<file path="src/rtl/gcd_requester.sv">
// Request generator and result collector for the GCD unit: issues a programmed
// number of operand pairs, one at a time, and accumulates count/checksum/last result.
module gcd_requester #(
    parameter int unsigned WIDTH   = 32,
    parameter int unsigned TIMEOUT = 1024,
    parameter logic [31:0] SEED    = 32'hACE1_0001
) (
    input  logic             clock,
    input  logic             reset,
    input  logic             start,
    input  logic             use_ext,
    input  logic [WIDTH-1:0] ext_x,
    input  logic [WIDTH-1:0] ext_y,
    input  logic [15:0]      num_req,
    output logic             req_valid,
    input  logic             req_ready,
    output logic [WIDTH-1:0] req_x,
    output logic [WIDTH-1:0] req_y,
    input  logic             rsp_valid,
    input  logic [WIDTH-1:0] rsp_bits,
    output logic             busy,
    output logic             done,
    output logic             error,
    output logic [15:0]      resp_count,
    output logic [WIDTH-1:0] checksum,
    output logic [WIDTH-1:0] last_result
);

    localparam logic [31:0] LFSR_MASK = 32'h8020_0003;
    localparam int unsigned TW        = $clog2(TIMEOUT);
    localparam logic [TW-1:0] TLAST   = TW'(TIMEOUT - 1);

    typedef enum logic [2:0] {
        S_IDLE,
        S_SEND,
        S_WAIT,
        S_DONE,
        S_ERR
    } state_t;

    state_t           state;
    logic [31:0]      lfsr;
    logic [31:0]      lfsr_step;
    logic [15:0]      num_q;
    logic             use_ext_q;
    logic [WIDTH-1:0] ext_x_q;
    logic [WIDTH-1:0] ext_y_q;
    logic [TW-1:0]    tcount;
    logic [WIDTH-1:0] lfsr_x;
    logic [WIDTH-1:0] lfsr_y;
    logic [15:0]      count_inc;

    assign lfsr_step = {1'b0, lfsr[31:1]} ^ (lfsr[0] ? LFSR_MASK : '0);
    // Both LFSR-derived operands have bit 0 forced high so neither is ever zero.
    assign lfsr_x    = lfsr[WIDTH-1:0] | WIDTH'(1);
    assign lfsr_y    = ~lfsr[WIDTH-1:0] | WIDTH'(1);
    assign count_inc = resp_count + 16'd1;

    assign busy  = (state == S_SEND) || (state == S_WAIT);
    assign done  = (state == S_DONE);
    assign error = (state == S_ERR);

    always_ff @(posedge clock or negedge reset) begin
        if (!reset) begin
            state       <= S_IDLE;
            lfsr        <= SEED;
            num_q       <= '0;
            use_ext_q   <= 1'b0;
            ext_x_q     <= '0;
            ext_y_q     <= '0;
            tcount      <= '0;
            req_valid   <= 1'b0;
            req_x       <= '0;
            req_y       <= '0;
            resp_count  <= '0;
            checksum    <= '0;
            last_result <= '0;
        end else begin
            case (state)
                S_IDLE, S_DONE, S_ERR: begin
                    // A spurious result outranks a simultaneous start.
                    if (rsp_valid) begin
                        state <= S_ERR;
                    end else if (start) begin
                        num_q       <= num_req;
                        use_ext_q   <= use_ext;
                        ext_x_q     <= ext_x;
                        ext_y_q     <= ext_y;
                        resp_count  <= '0;
                        checksum    <= '0;
                        last_result <= '0;
                        if (num_req == 16'd0) begin
                            state <= S_DONE;
                        end else begin
                            state     <= S_SEND;
                            req_valid <= 1'b1;
                            req_x     <= use_ext ? ext_x : lfsr_x;
                            req_y     <= use_ext ? ext_y : lfsr_y;
                        end
                    end
                end
                S_SEND: begin
                    if (rsp_valid) begin
                        state     <= S_ERR;
                        req_valid <= 1'b0;
                    end else if (req_ready) begin
                        state     <= S_WAIT;
                        req_valid <= 1'b0;
                        tcount    <= '0;
                        lfsr      <= lfsr_step;
                    end
                end
                S_WAIT: begin
                    if (rsp_valid) begin
                        checksum    <= checksum + rsp_bits;
                        resp_count  <= count_inc;
                        last_result <= rsp_bits;
                        if (count_inc == num_q) begin
                            state <= S_DONE;
                        end else begin
                            state     <= S_SEND;
                            req_valid <= 1'b1;
                            req_x     <= use_ext_q ? ext_x_q : lfsr_x;
                            req_y     <= use_ext_q ? ext_y_q : lfsr_y;
                        end
                    end else if (tcount == TLAST) begin
                        state <= S_ERR;
                    end else begin
                        tcount <= tcount + TW'(1);
                    end
                end
                default: state <= S_IDLE;
            endcase
        end
    end

endmodule

</file>
<file path="config.mk">
export PLATFORM = sky130hd
export DESIGN_NAME = gcd_requester
export DESIGN_NICKNAME = d
export VERILOG_FILES = /design/src/rtl/gcd_requester.sv
export SDC_FILE = /design/constraint.sdc
export NUM_CORES = 1
export LEC_CHECK = 0
export ABC_AREA = 1
export BUFFER_PORTS_ARGS = -buffer_cell sky130_fd_sc_hd__clkbuf_2
export CAP_MARGIN = 20
export CORE_MARGIN = 5
export CORE_UTILIZATION = 56
export DETAILED_ROUTE_END_ITERATION = 12
export GPL_TIMING_DRIVEN = 0
export HOLD_SLACK_MARGIN = 0.12
export MAX_ROUTING_LAYER = met4
export PLACE_DENSITY_LB_ADDON = 0.05
export SYNTH_ARGS = -nofsm -noshare
export SYNTH_HDL_FRONTEND = slang
export SYNTH_SLANG_ARGS = --single-unit
</file>
<file path="constraint.sdc">
create_clock -name clock -period 2.7 [get_ports clock]
set_input_delay 0.27 -clock clock [delete_from_list [all_inputs] [get_ports clock]]
set_output_delay 0.27 -clock clock [all_outputs]
set_load 0.01 [all_outputs]
</file>
==> results of run 1 <==
[layer usage]
metal / track usage / vias to the layer above
met4: 0.1146 / 0
li1: - / 6743
met1: 0.4634 / 7010
met5: - / -
met3: 0.03717 / 136
met2: 0.5220 / 700
[cells by family (layout without fill, tap and decap cells)]
group	after synthesis	in the layout	share of synthesized area
DFF	271	271	0.4711
adders and majority gates	34	34	0.03002
buffers and inverters	208	647	0.05979
xor gates and xnor gates	13	13	0.009892
and+or+nand+nor	712	712	0.2110
other	0	2	0
AOI/OAI and AO/OA	423	423	0.1666
muxes	66	66	0.05154
[synth_stat cells, drive strengths merged]
library cell  number  area, sq um
a21o               8        60.06
a21boi             1        7.510
ha                33        412.9
nand3             51        265.3
o21ai            196        980.9
inv              113        424.2
a31oi              4        25.02
a22o              35        306.5
a22oi             31        232.7
a211oi             1        7.510
o22ai              9        56.30
o31ai              3        22.52
xnor3              1        22.52
clkbuf            53        198.9
o21bai             3        22.52
a21oi            127        639.4
or2                1        6.260
and2               1        6.260
fa                 1        20.02
xor2               7        61.31
dfstp              9        236.5
o211ai             3        22.52
nand4             75        469.2
and3               1        6.260
nor3              10        61.31
clkinv             3        11.26
dfrtp            262         6556
nor4               5        31.28
nor2             117        474.2
mux2              66        743.2
nand2            445         1678
buf               39        227.7
o211a              1        10.01
xnor2              4        35.03
nand3b             6        45.04
a31o               1        8.760
xor3               1        23.77
[sequential cells by signal (all words and copies together), names as in the netlist]
signal	count
checksum	32
ext_x_q	32
ext_y_q	32
last_result	32
lfsr	32
req_x	32
req_y	32
num_q	16
resp_count	16
tcount	10
state	3
req_valid	1
use_ext_q	1
[path summary, 6_finish.rpt]
kind | start | to | slack, ns | cells past startpoint
max in group asynchronous | reset | lfsr[16] | 1.26 | 4
worst min register to register | req_x[14] | req_x[14] | 0.47 | 2
min in group clock | rsp_valid | state[2] | 0.27 | 5
worst max register to register | state[0] | req_y[22] | 0.03 | 8
worst max-delay path | state[0] | req_y[22] | 0.03 | 8
worst min-delay path | reset | last_result[17] | 0.26 | 2
[what timing repair did]
action,in CTS,in global routing
setup buffers,2,1
resized for setup,5,17
hold endpoints to repair,176,0
pin swaps,3,1
hold buffers,113,0
setup endpoints to repair,62,75
[final cells by class]
| type | instances | area (sq um) | share of cell area |
|---|---|---|---|
| timing repair buffer | 383 | 2566 | 0.1388 |
| sequential | 271 | 6795 | 0.3674 |
| clock inverter | 13 | 160.2 | 0.008660 |
| clock buffer | 43 | 879.6 | 0.04756 |
| antenna | 2 | 5.005 | 0.0002706 |
| multi-input combinational | 1248 | 6795 | 0.3674 |
| tap | 330 | 412.9 | 0.02233 |
| buffer | 92 | 444.2 | 0.02402 |
| inverter | 116 | 435.4 | 0.02354 |
[report_power, final]
part	total [mW]	internal, mW	leakage, nW	switching, mW
Clock	4.29	2.55	0.516	1.74
Sequential	6.44	5.54	3.45	0.899
Combinational	7.26	2.70	5.17	4.56
[critical path, stage by stage, from the launching register on]
cell      delay (ns)
dfrtp_1         0.45
nor2_1          0.11
inv_1           0.09
o21ai_1         0.16
nand2_1         0.22
clkbuf_1        0.58
clkbuf_1        0.51
nand4_1         0.34
nand2_1         0.14
[metrics by stage]
stage	setup WS [ns]	util
3_3_place_gp	-4.399	0.6396
3_5_place_dp	-0.2022	0.6432
5_1_grt	-0.04935	0.7322
2_1_floorplan	0.5403	-
4_1_cts	0.002633	0.7301
6_report	0.03079	0.7323
==> impl_metrics.py, run 1 <==
metrics = {
    "clock_tree": {
        "insertion_delay_ns": 0.57,
        "cts-root-buf": "clkbuf_16",
        "clock_sinks": 271,
        "clockBufferDepth": 3,
        "cts_made_buffers": 30,
        "clk_pin_slew_worst_paths_ns": 0.06,
        "htreeDepth": 1,
        "cts_tree": "done",
    },
    "timing": {
        "worst_pin_slew_ns": 0.7997,
        "whs_ns": 0.2582,
        "slew-limit-headroom": 0.4668,
        "max_freq_mhz": 374.6,
        "finalHoldViolations": 0,
        "drv_slew": 0,
        "fin_worst_skew_ns": 0.02259,
        "tns_ns": 0,
        "post-route-period-util": 0.9886,
        "period_minus_slack_ns": 2.669,
        "setup_viol": 0,
        "rsz0062_at_grt": "yes",
    },
    "die": {
        "die_w_microns": 170.5,
        "placementRows": 58,
        "io_pins": 266,
        "die_area_sq_mm": 0.02906,
        "die_h_microns": 170.5,
        "initial_core_util": 0.5709,
        "fp.coreArea_sq_mm": 0.02525,
    },
    "worst_setup_path": {
        "cp.arrival_ns": 3.15,
        "required_ns": 3.18,
        "critPathKind": "reg -> reg",
        "crit_path_end_kind": "flip-flop",
        "worstSetupStartpointType": "flip-flop",
        "cp_max_fo": 10,
    },
    "grt": {
        "overflow": 0,
        "grt_pass1_wl_mm": 76.04,
        "grt_max_degree": 77,
        "track_usage": 0.3359,
        "grt_pass1_vias": 14430,
        "grt_antenna_before_repair": 1,
    },
    "detailed_routing": {
        "wl_met1_mm": 20.68,
        "via_per_inst": 5.840,
        "drt_pass1_iterations": 6,
        "dr_wl_met2_mm": 22.14,
        "antenna_left": 0,
        "vias": 14590,
        "drt_iter0_markers": 1231,
        "remaining_drc_errors": 0,
        "top_layer": "met4",
        "met3_length_mm": 3.507,
        "wl_per_cell_microns": 19.30,
        "drt-total-wl_mm": 48.21,
    },
    "finish": {
        "layout_common_cells": "441 x nand2_1, 268 x clkbuf_2, 260 x dfrtp_1",
        "fillers": 1977,
        "area_delta_synth_final_pct": 28.26,
        "final_cells": 2498,
        "fin_nets": 2294,
        "final_common_cell": "nand2_1",
        "drive_gt1_frac": 0.2096,
        "fin_area_sq_mm": 0.01849,
    },
    "status": {
        "status": "completed",
    },
    "place": {
        "io_buffers": 264,
        "place_inst": 2324,
        "dpl_cell_area_sq_mm": 0.01624,
        "dp_hpwl_mm": 33.76,
        "gp_congestion": 0.9793,
    },
    "synth": {
        "netlist_instances": 1727,
        "syn-num-nets": 1879,
        "yosysWarnings": 0,
        "ys_seq_area_frac": 0.4711,
        "syn_area_sq_mm": 0.01442,
        "syn_avg_cell_area_sq_um": 8.349,
        "synth_cell_types": 48,
        "ys_ff_latch": 271,
    },
    "pwr": {
        "finalPower_mw": 18.00,
        "peakVddDrop_mv": 0.7616,
        "leakage_nw": 9.138,
        "power.density_mw_per_mm2": 973.0,
    },
    "min_path": {
        "hp-class": "in -> async",
    },
    "flow_run": {
        "cap_violations": 0,
    },
}
No activity file was read; power rests on OpenSTA's default activity.
==> inputs of run 2 (changes only) <==
--- a/config.mk
+++ b/config.mk
@@ -13,7 +13,6 @@
 export DETAILED_ROUTE_END_ITERATION = 12
 export GPL_TIMING_DRIVEN = 0
 export HOLD_SLACK_MARGIN = 0.12
-export MAX_ROUTING_LAYER = met4
 export PLACE_DENSITY_LB_ADDON = 0.05
 export SYNTH_ARGS = -nofsm -noshare
 export SYNTH_HDL_FRONTEND = slang
==> impl_metrics.py, run 2 (synthesis results as in run 1) <==
metrics = {
    "status": {
        "status": "completed",
    },
    "pwr": {
        "peakVddDrop_mv": 0.7096,
        "finalPower_mw": 18.19,
        "power.density_mw_per_mm2": 983.0,
        "leakage_nw": 9.140,
    },
    "timing": {
        "slew-limit-headroom": 0.4141,
        "post-route-period-util": 0.9782,
        "period_minus_slack_ns": 2.641,
        "max_freq_mhz": 378.6,
        "setup_viol": 0,
        "worst_pin_slew_ns": 0.8789,
        "fin_worst_skew_ns": 0.01241,
        "drv_slew": 0,
        "finalHoldViolations": 0,
    },
    "detailed_routing": {
        "vias": 14480,
        "drt_pass1_iterations": 6,
        "remaining_drc_errors": 0,
        "wl_per_cell_microns": 19.31,
        "antenna_left": 0,
        "via_per_inst": 5.807,
        "drt-total-wl_mm": 48.13,
        "drt_iter0_markers": 1335,
    },
    "die": {
        "die_area_sq_mm": 0.02906,
        "initial_core_util": 0.5709,
        "fp.coreArea_sq_mm": 0.02525,
        "io_pins": 266,
        "placementRows": 58,
        "die_w_microns": 170.5,
        "die_h_microns": 170.5,
    },
    "worst_setup_path": {
        "critPathKind": "reg -> reg",
        "required_ns": 3.14,
        "crit_path_end_kind": "flip-flop",
        "cp.arrival_ns": 3.08,
        "r2r_setup_slack_ns": 0.06,
        "crit_top_cell": "nand2_1",
        "worstSetupStartpointType": "flip-flop",
        "cp_max_fo": 10,
        "cpMaxStageDelayCell": "dfrtp_2",
        "reg2regPathDepth": 14,
        "cp_slowest_stage_delay_ns": 0.40,
        "r2r_end": "req_y[22]",
        "rr_startpoint": "resp_count[1]",
        "path_cells": "ha_2 > nand3_1 > nor2_2 > nand2_1 > nand3b_1 > nand2_1 > nor2_1 > nand3_2 > nor2_4 > nand3_4 > buf_6 > buf_4 > nand4_1 > nand2_1",
    },
    "place": {
        "dp_hpwl_mm": 33.37,
        "place_inst": 2323,
        "gp_congestion": 0.9620,
        "io_buffers": 264,
    },
    "grt": {
        "grt_max_degree": 113,
        "grt_pass1_vias": 14310,
        "grt_pass1_wl_mm": 75.98,
        "grt_antenna_before_repair": 2,
        "overflow": 0,
        "track_usage": 0.3263,
    },
    "finish": {
        "seqCellArea_sq_mm": 0.006795,
        "fin_nets": 2293,
        "layout_common_cells": "441 x nand2_1, 268 x clkbuf_2, 260 x dfrtp_1",
        "drive_gt1_frac": 0.2073,
        "fillers": 1911,
        "area_delta_synth_final_pct": 28.32,
        "final_common_cell": "nand2_1",
        "multi_input_area_sq_mm": 0.006794,
        "final_cells": 2493,
    },
    "flow_run": {
        "cap_violations": 0,
    },
    "clock_tree": {
        "cts-root-buf": "clkbuf_16",
        "cts_tree": "done",
        "cts_made_buffers": 29,
        "clock_sinks": 271,
        "htreeDepth": 1,
        "clockBufferDepth": 3,
        "clk_pin_slew_worst_paths_ns": 0.07,
        "insertion_delay_ns": 0.56,
    },
    "min_path": {
        "hp-class": "in -> async",
    },
}
==> run 2: changes by cell type in the layout (fill, tap and decap cells not counted), sizes merged <==
cell,change
buf,+1
bufinv,+4
clkbuf,-3
clkinv,-6
clkinvlp,-1
==> run 2: power breakdown <==
group / total, mW / internal (mW) / switching (mW)
Sequential: 6.43 / 5.54 / 0.894
Combinational: 7.25 / 2.70 / 4.55
Clock: 4.50 / 2.82 / 1.69
==> run 2: critical path: cells and delay by family (launching register included) <==
kind	cells	cell delay (ns)
and+or+nand+nor	11	1.54
buffers and inverters	2	0.36
DFF	1	0.40
adders and majority gates	1	0.21
==> run 2: cell type report <==
type	instances	share of cell area
inverters	116	0.02353
diodes	2	0.0002705
well taps	330	0.02232
flip-flops and latches	271	0.3673
repair buffers	383	0.1376
plain buffers	92	0.02401
clock buffers	41	0.04544
multi-input cells	1248	0.3672
clock inverters	10	0.01237
==> run 2: worst max path at each step <==
stage,startpoint,endpoint,cells after the start
after floorplan,resp_count[0],req_x[0],16
after global placement,reset,req_x[8],1
after detailed placement,resp_count[0],req_y[22],14
after CTS,resp_count[1],req_y[22],16
after global routing,resp_count[1],req_y[22],14
final,resp_count[1],req_y[22],14
==> run 2: stage by stage <==
step | instance area (sq um) | setup WS (ns) | hold WS [ns] | TNS [ns] | util
5_1_grt | 18500 | -0.0001257 | 0.3121 | -0.0001257 | 0.7327
3_5_place_dp | 16220 | -0.1515 | 0.3150 | -2.787 | 0.6421
2_1_floorplan | 14420 | 0.5403 | -0.02559 | 0 | -
4_1_cts | 18460 | 0.001893 | 0.2818 | 0 | 0.7309
6_report | 18500 | 0.05892 | 0.2841 | 0 | 0.7327
3_3_place_gp | 16150 | -4.392 | 0.4530 | -1169.17 | 0.6396
==> run 2: routing by layer <==
layer / up-vias / part of all wire / global-route usage
li1: 6745 / - / -
met1: 6897 / 0.42 / 0.4519
met2: 730 / 0.46 / 0.5205
met3: 106 / 0.087 / 0.05505
met4: 0 / 0.033 / 0.1205
met5: - / 0 / 0
==> run 2: timing repair <==
| item | 4_1_cts | 5_1_grt |
|---|---|---|
| gates resized for setup | 9 | 12 |
| endpoints found under the setup margin | 61 | 76 |
| hold endpoints to repair | 175 | 0 |
| buffers inserted | 2 | 2 |
| pin swaps | 3 | 3 |
| hold buffers | 113 | 0 |
